`config.mk`:
```
export PLATFORM = sky130hd
export DESIGN_NAME = hazard_stall_unit
export DESIGN_NICKNAME = d
export VERILOG_FILES = /design/src/rtl/mips_defs.sv /design/src/rtl/md_countdown.sv /design/src/rtl/hazard_stall_unit.sv
export SDC_FILE = /design/constraint.sdc
export NUM_CORES = 1
export LEC_CHECK = 0
export ABC_CLOCK_PERIOD_IN_PS = 4400
export CAP_MARGIN = 30
export CORE_MARGIN = 3
export CORE_UTILIZATION = 51
export DETAILED_ROUTE_END_ITERATION = 10
export PLACE_DENSITY = 0.83
export SLEW_MARGIN = 20
export SYNTH_ARGS = -nofsm -noshare
export SYNTH_HDL_FRONTEND = slang
export SYNTH_HIERARCHICAL = 1
export SYNTH_SLANG_ARGS = --single-unit
```
`constraint.sdc`:
```
create_clock -name clk -period 4.4 [get_ports clk]
set_clock_uncertainty 0.05 [all_clocks]
set_input_delay 0.44 -clock clk [delete_from_list [all_inputs] [get_ports clk]]
set_output_delay 0.44 -clock clk [all_outputs]
set_load 0.02 [all_outputs]
```
`src/rtl/mips_defs.sv`:
```
// Shared MIPS pipeline definitions: register-index width, $zero index, mult/div latency.
package mips_defs;
  localparam int          REG_W          = 5;
  localparam logic [4:0]  REG_ZERO       = 5'd0;
  localparam int unsigned MD_LATENCY_DEF = 32;

  // A source depends on a destination only if it is actually read and the destination is not $zero.
  function automatic logic reg_match(input logic use_src, input logic [REG_W-1:0] src,
                                     input logic [REG_W-1:0] dst);
    return use_src && (dst != REG_ZERO) && (src == dst);
  endfunction
endpackage

```
`src/rtl/md_countdown.sv`:
```
// Tracks how long the HI/LO unit stays occupied after a mult/div issues.
module md_countdown
  import mips_defs::*;
#(
  parameter int unsigned MD_LATENCY = MD_LATENCY_DEF
) (
  input  logic clk,
  input  logic rst_n,
  input  logic i_load,
  output logic o_busy
);
  localparam int MDC_W = $clog2(MD_LATENCY + 1);

  logic [MDC_W-1:0] r_md_count;

  // A fresh issue restarts the countdown even if it lands on a decrementing edge.
  always_ff @(posedge clk or negedge rst_n) begin
    if (!rst_n) begin
      r_md_count <= '0;
    end else if (i_load) begin
      r_md_count <= MDC_W'(MD_LATENCY);
    end else if (r_md_count != '0) begin
      r_md_count <= r_md_count - MDC_W'(1);
    end
  end

  assign o_busy = (r_md_count != '0);
endmodule

```
`src/rtl/hazard_stall_unit.sv`:
```
// Issue-side hazard detection: freezes PC/IF-ID and bubbles ID/EX for hazards forwarding cannot cover.
module hazard_stall_unit
  import mips_defs::*;
#(
  parameter int unsigned MD_LATENCY = MD_LATENCY_DEF,
  parameter int          CNT_W      = 32
) (
  input  logic             clk,
  input  logic             rst_n,
  input  logic [REG_W-1:0] rsID,
  input  logic [REG_W-1:0] rtID,
  input  logic             useRsID,
  input  logic             useRtID,
  input  logic             branchID,
  input  logic             branchTakenID,
  input  logic             mdStartID,
  input  logic             hiloReadID,
  input  logic             regWriteEX,
  input  logic             memReadEX,
  input  logic [REG_W-1:0] writeRegEX,
  input  logic             memReadMEM,
  input  logic [REG_W-1:0] writeRegMEM,
  output logic             pcWrite,
  output logic             ifidWrite,
  output logic             idexFlush,
  output logic             ifidFlush,
  output logic             mdBusy,
  output logic [CNT_W-1:0] stallCycles
);
  logic             w_dep_ex;
  logic             w_dep_mem;
  logic             w_lu;
  logic             w_be;
  logic             w_bm;
  logic             w_md;
  logic             w_stall;
  logic [CNT_W-1:0] r_stall_cycles;

  assign w_dep_ex  = reg_match(useRsID, rsID, writeRegEX)  || reg_match(useRtID, rtID, writeRegEX);
  assign w_dep_mem = reg_match(useRsID, rsID, writeRegMEM) || reg_match(useRtID, rtID, writeRegMEM);

  // Branches compare in ID, so any EX producer (ALU or load) and a MEM load are too late to forward.
  assign w_lu    = memReadEX && w_dep_ex;
  assign w_be    = branchID && regWriteEX && w_dep_ex;
  assign w_bm    = branchID && memReadMEM && w_dep_mem;
  assign w_md    = (hiloReadID || mdStartID) && mdBusy;
  assign w_stall = w_lu || w_be || w_bm || w_md;

  md_countdown #(.MD_LATENCY(MD_LATENCY)) u_md_countdown (
    .clk    (clk),
    .rst_n  (rst_n),
    .i_load (mdStartID && !w_stall),
    .o_busy (mdBusy)
  );

  // While reset is held the pipeline is frozen with a bubble entering EX.
  assign pcWrite   = rst_n && !w_stall;
  assign ifidWrite = rst_n && !w_stall;
  assign idexFlush = !rst_n || w_stall;
  assign ifidFlush = rst_n && !w_stall && branchTakenID;

  always_ff @(posedge clk or negedge rst_n) begin
    if (!rst_n) begin
      r_stall_cycles <= '0;
    end else if (w_stall && (r_stall_cycles != '1)) begin
      r_stall_cycles <= r_stall_cycles + CNT_W'(1);
    end
  end

  assign stallCycles = r_stall_cycles;
endmodule

```
==> flow_summary.yaml <==
outcome:
  status: "finished clean"
global_routing:
  grt_antenna_before_repair: 0
  groute.usage.overall: 0.223
  global_route_congestion_overflow_total: 0
  grt_pass1_wl_mm: 9.17
  grt_max_degree: 41
  first_global_vias: 1904
drt:
  number_of_iterations_in_the_first_detailed_routing_pass: 4
  dr_total_vias: 1950
  remaining_drc_errors: 0
  finalWirelength_mm: 5.53
  route.detailed.wl_per_inst_microns: 16.1
  first_iter_violations: 100
  post_drt_via_cell_ratio: 5.69
  ant_nets: 0
place:
  place.port_buffers: 67
  gp_congestion: 0.839
  placement.setup.worst_slack_ns: 1.16
  dp_hpwl_mm: 4.08
die:
  design.portCount: 68
  core_region_area_sq_um: 4140
  fp.dieW_microns: 72.5
  dieArea_sq_um: 5260
  rows: 23
  initial_core_util: 0.545
  chipHeight_microns: 72.5
sta:
  timing.final.ws_setup_ns: 1.06
  fin_tns_setup_ns: 0
  hold_violation_total_from_the_final_report: 0
  setup_violations: 0
  max_freq_mhz: 299
  tightestPinTransition_ns: 0.875
  post_route_minimum_period_ns: 3.34
  slew-limit-headroom: 0.416
  timing.final.crit_share: 0.759
  grt_setup_unrepaired: "no"
  final-max-slew-violation-count: 0
setup_path:
  worstPathRequired_ns: 3.91
  reg2reg_depth: 11
  crit_chain: "inv_1, ha_1, or3b_4, nor3_4, inv_2, o21a_1, a221oi_4, nand2_1, inv_1, clkdlybuf4s50_1"
  path_common_cell: "sky130_fd_sc_hd__inv_1"
  critical_path.top_delay_family: "buffers and inverters"
  crit_arrival_ns: 2.85
  setup.worst_path.end_class: "output pin"
  crit_path_max_fanout: 4
  cpMaxStageDelayCell: "sky130_fd_sc_hd__clkdlybuf4s50_1"
  critical_path.startpoint_type: "flop"
  worstSetupPathType: "reg2out"
  crit_path_max_incr_delay_ns: 0.60
  worstPathBufferInverterCount: 4
  cp_num_cells: 10
yosys:
  synth_top_family_by_area: "simple AND/OR/NAND/NOR gates"
  synth_simple_gate_area_share: 0.273
  syn-instance-count: 226
  ys_async_sr_fraction: 1.00
  synth_seq_area_share: 0.421
  syn-cell-area_sq_um: 2260
  synth.yosys.warnings: 6
  syn-num-nets: 260
  synth_edf_count: 0
  register_bit_count_reported_by_yosys: 38
  xor_and_xnor_area_share_after_synthesis: 0.202
  synth-compound-area-share: 0.0465
  netlist-cell-type-count: 41
  synthesis.area_per_instance_sq_um: 9.99
  synthAdderAreaFrac: 0.0166
  synth_top_flop_cell: "sky130_fd_sc_hd__dfrtp_1"
  mux_share_of_post_synthesis_cell_area: 0.00997
final_layout:
  fillerInstances: 338
  area.growth.synth_to_final_pct: 34.1
  finish.net_count: 328
  area_occupied_by_multi_input_gates_sq_um: 1240
  antenna-diode-count: 0
  seqCellArea_sq_um: 951
  drive_gt1_frac: 0.0580
pwr:
  ir_drop_mv: 0.325
  power.density_cell_area_nw_per_um2: 383
  power.sequential.fraction: 0.435
  comb_power_share: 0.364
  static-leakage-power_nw: 1.33
  p_sw_frac: 0.350
  cellInternalPower_uw: 753
  clockPowerShare: 0.201
  power_mw: 1.16
  p_switching_uw: 406
cts:
  tritoncts.num_buffers: 5
  cts.repair_timing.setup_buffer_count: 0
  cts-resized-gates: 0
  cts_tree: "built"
  cts_htree_levels: 2
  cts-root-to-sink-buffers: 2
  clkSinkCount: 38
  clk_pin_slew_ns: 0.07
  cts-root-buf: "sky130_fd_sc_hd__clkbuf_8"
  worst_skew_pair.late_latency_ns: 0.28
  cts.hold.buffers_added: 0
job:
  maxCapViolCount: 0
worst_hold_path:
  holdCritPathClass: "in2async"
## cell families after synthesis
logic type | after synthesis
simple gates | 106
xor+xnor | 52
flops | 38
compound gates | 13
buf+inv | 12
fa+ha+maj | 3
mux | 2
## cell type report
type,count,area share
clock buffer,6,0.0273
inverter,4,0.00496
multi-input combinational,176,0.408
sequential,38,0.314
tap,50,0.0207
timing repair buffer,69,0.225
## per-layer routing
metal  share of wire  up-vias  global-route usage
li1                -      946                   -
met1            0.44      931               0.304
met2            0.48       68               0.355
met3           0.071        5              0.0637
met4          0.0087        0              0.0492
met5               0        -                   0
## sequential cells by signal, indices dropped and copies added, names as in the netlist
signal	count
stallCycles	32
u_md_countdown/r_md_count	6
## power by group through the flow
stage               Clock, mW  Sequential, mW  Combinational [mW]
finish                  0.233           0.504               0.422
global placement            0           0.506               0.410
CTS                     0.235           0.504               0.425
global route            0.249           0.520               0.465
detailed placement          0           0.510               0.419
floorplan                   0           0.540               0.213
## cells in the mapped netlist (4+ instances only)
library cell               n  share of area
sky130_fd_sc_hd__nand4_1  10          0.028
sky130_fd_sc_hd__nor3b_1   4          0.013
sky130_fd_sc_hd__nor3_1   15          0.033
sky130_fd_sc_hd__nor2_1    9          0.015
sky130_fd_sc_hd__a21oi_1   4         0.0089
sky130_fd_sc_hd__dfrtp_1  38           0.42
sky130_fd_sc_hd__nor4_1   11          0.030
sky130_fd_sc_hd__and3_1    7          0.019
sky130_fd_sc_hd__xnor2_1  24          0.093
sky130_fd_sc_hd__xor2_1   28           0.11
sky130_fd_sc_hd__nand2_1  17          0.028
sky130_fd_sc_hd__nand3_1  13          0.029
## cell usage in the layout, fill, tap and decap left out, drive strengths merged, types with 2 or more instances in the layout
cell type	netlist	final
clkdlybuf4s50	0	66
dfrtp	38	38
xor2	28	28
xnor2	24	24
nand2	17	17
nor3	16	16
nand3	13	13
nor4	12	12
nand4	10	10
nor2	9	9
and3	7	7
clkbuf	1	6
a21oi	4	4
nor3b	4	4
inv	4	4
and2	3	3
nand2b	3	3
ha	3	3
buf	7	3
o22ai	2	2
and4	2	2
mux2	2	2
nand4b	2	2
nor4b	2	2
## final timing paths
kind                                         startpoint  slack (ns)                            to
min reg2reg                             stallCycles[31]        0.43               stallCycles[31]
min                                               rst_n        0.15               stallCycles[23]
max                        u_md_countdown/r_md_count[0]        1.06                       pcWrite
max in group asynchronous                         rst_n        3.80                stallCycles[0]
max reg2reg                u_md_countdown/r_md_count[0]        1.49  u_md_countdown/r_md_count[0]
min in group clk                        stallCycles[31]        0.43               stallCycles[31]
## per-stage QoR
step	cell area, sq um	instances	utilization	hold slack [ns]
after floorplan	2260	226	-	0.0944
after global placement	2950	337	0.711	0.423
after detailed placement	2950	337	0.711	0.428
after CTS	3030	343	0.731	0.166
after global routing	3030	343	0.731	0.190
final	3030	343	0.731	0.154
## worst reg2reg max path: cells and delay by family (launching register included)
family	cells	cell delay [ns]
and+or+nand+nor	4	1.00
buffers and inverters	3	0.54
DFF	1	0.40
AOI/OAI and AO/OA	2	0.36
muxes	1	0.26
adders and majority gates	1	0.19
Power figures use the tool's default switching activity.
==> edit (config.mk and constraints unchanged) <==
Change the package constant `REG_ZERO` from 5'd0 to 5'd1.
--- a/src/rtl/mips_defs.sv
+++ b/src/rtl/mips_defs.sv
@@ -2,5 +2,5 @@
 package mips_defs;
   localparam int          REG_W          = 5;
-  localparam logic [4:0]  REG_ZERO       = 5'd0;
+  localparam logic [4:0]  REG_ZERO       = 5'd1;
   localparam int unsigned MD_LATENCY_DEF = 32;
 
Function: changed (a bounded check fails within 4 cycles, from zero or initial values and one cycle with rst_n low).
==> edit against the original RTL <==
Worst setup slack lost 61 ps. Via count is 2.8% higher. Area after synthesis increased by 1.8%. Power up 14%. Sequential cell count stayed put. First-iteration DRC count is 35% lower. Cell area grew 2.6%. Wire length rose by 0.45%.
==> edit: results (changes against the original RTL) <==
final WL=5.556 mm (+0.45%); outcome=finished clean; initial DRC count=65 (-35%); post-synthesis mux area share=1.143% (+0.15 points); global placement routability congestion=0.7956 (-5.2%); first-pass GRT wire length=9.045 mm (-1.4%); Netlist cell types=43 (+4.9%); final HPWL from detailed placement=3.915 mm (-4.1%); Commonest cells post-synth=dfrtp_1, xor2_1, xnor2_1; met3 wire length=398 um (+1.3%); R2R Setup Slk=1430 ps (-60 ps); Clock Latency Late Sink=300 ps (+20 ps); Worst Path Arrival=2910 ps (+60 ps); syn nets=259 (-0.38%); post-synthesis compound-gate area fraction=5.008% (+0.35 points); Layout Nets=325 (-0.91%); M1 GR Usage=27.46% (-2.9 points); VDD IR-drop max=0.3978 mV (+22%); proportion of layout cells with a drive suffix above 1=7.192% (+1.4 points); Post-Synth Adder-Cell Area=1.633% (-0.029 points); largest cells by area after synthesis=dfrtp_1, xor2_1, xnor2_1, nor4_1, nand4_1; M1 WL=2.391 mm (-1.9%); static leakage=1.361 nW (+2.7%); sequential area share after synthesis=41.37% (-0.73 points); worst-margin pin slew=912.1 ps (+37.19 ps); met3 usage=5.510% (-0.86 points); Place WS=1076 ps (-80.97 ps)
edit: layout make-up:
class,instances,area [um2]
sequential,38,950.9
clock inverter,2,60.06
fill,313,1065
multi-input combinational,173,1256
tap,50,62.56
timing repair buffer,69,680.7
clock buffer,6,82.58
inverter,4,15.01
edit: worst max path at each step:
stage / to / cells after the start / slack, ps / start
after floorplan: pcWrite / 11 / 1410 / u_md_countdown/r_md_count[0]
after global placement: pcWrite / 7 / 1130 / writeRegMEM[0]
after detailed placement: pcWrite / 7 / 1080 / writeRegMEM[0]
after CTS: pcWrite / 10 / 990 / u_md_countdown/r_md_count[0]
after global routing: pcWrite / 10 / 840 / u_md_countdown/r_md_count[0]
final: pcWrite / 10 / 1000 / u_md_countdown/r_md_count[0]
edit: power breakdown:
group	leakage [nW]	switching (mW)	internal, mW
registers	0.503	0.0893	0.418
logic	0.787	0.216	0.229
clock network	0.0714	0.131	0.242
edit: kinds of logic (layout without fill, tap and decap cells):
logic type	after synthesis	after routing
xor gates and xnor gates	51	51
adders and majority gates	3	3
DFF	38	38
and+or+nand+nor	103	103
muxes	2	2
AOI/OAI and AO/OA	14	14
buffers and inverters	14	81
edit: worst max-delay path: cells and delay by family, from the launching register on:
family / cells / cell delay, ps
AND/OR/NAND/NOR: 3 / 720
adder cells (fa/ha/maj): 1 / 180
flip-flops: 1 / 420
buffers and inverters: 4 / 890
AO/OA/AOI/OAI: 2 / 390
edit: metrics by stage:
step	utilization [%]	total power [mW]	instances	hold slack (ps)	instance area (um2)
detailed placement	71.06	0.9554	334	432.7	2965
finish	74.48	1.325	342	131.9	3108
global route	74.48	1.400	342	168.6	3108
floorplan	-	0.7793	225	94.41	2298
CTS	74.48	1.333	342	150.0	3108
global placement	71.06	0.9442	334	422.2	2965
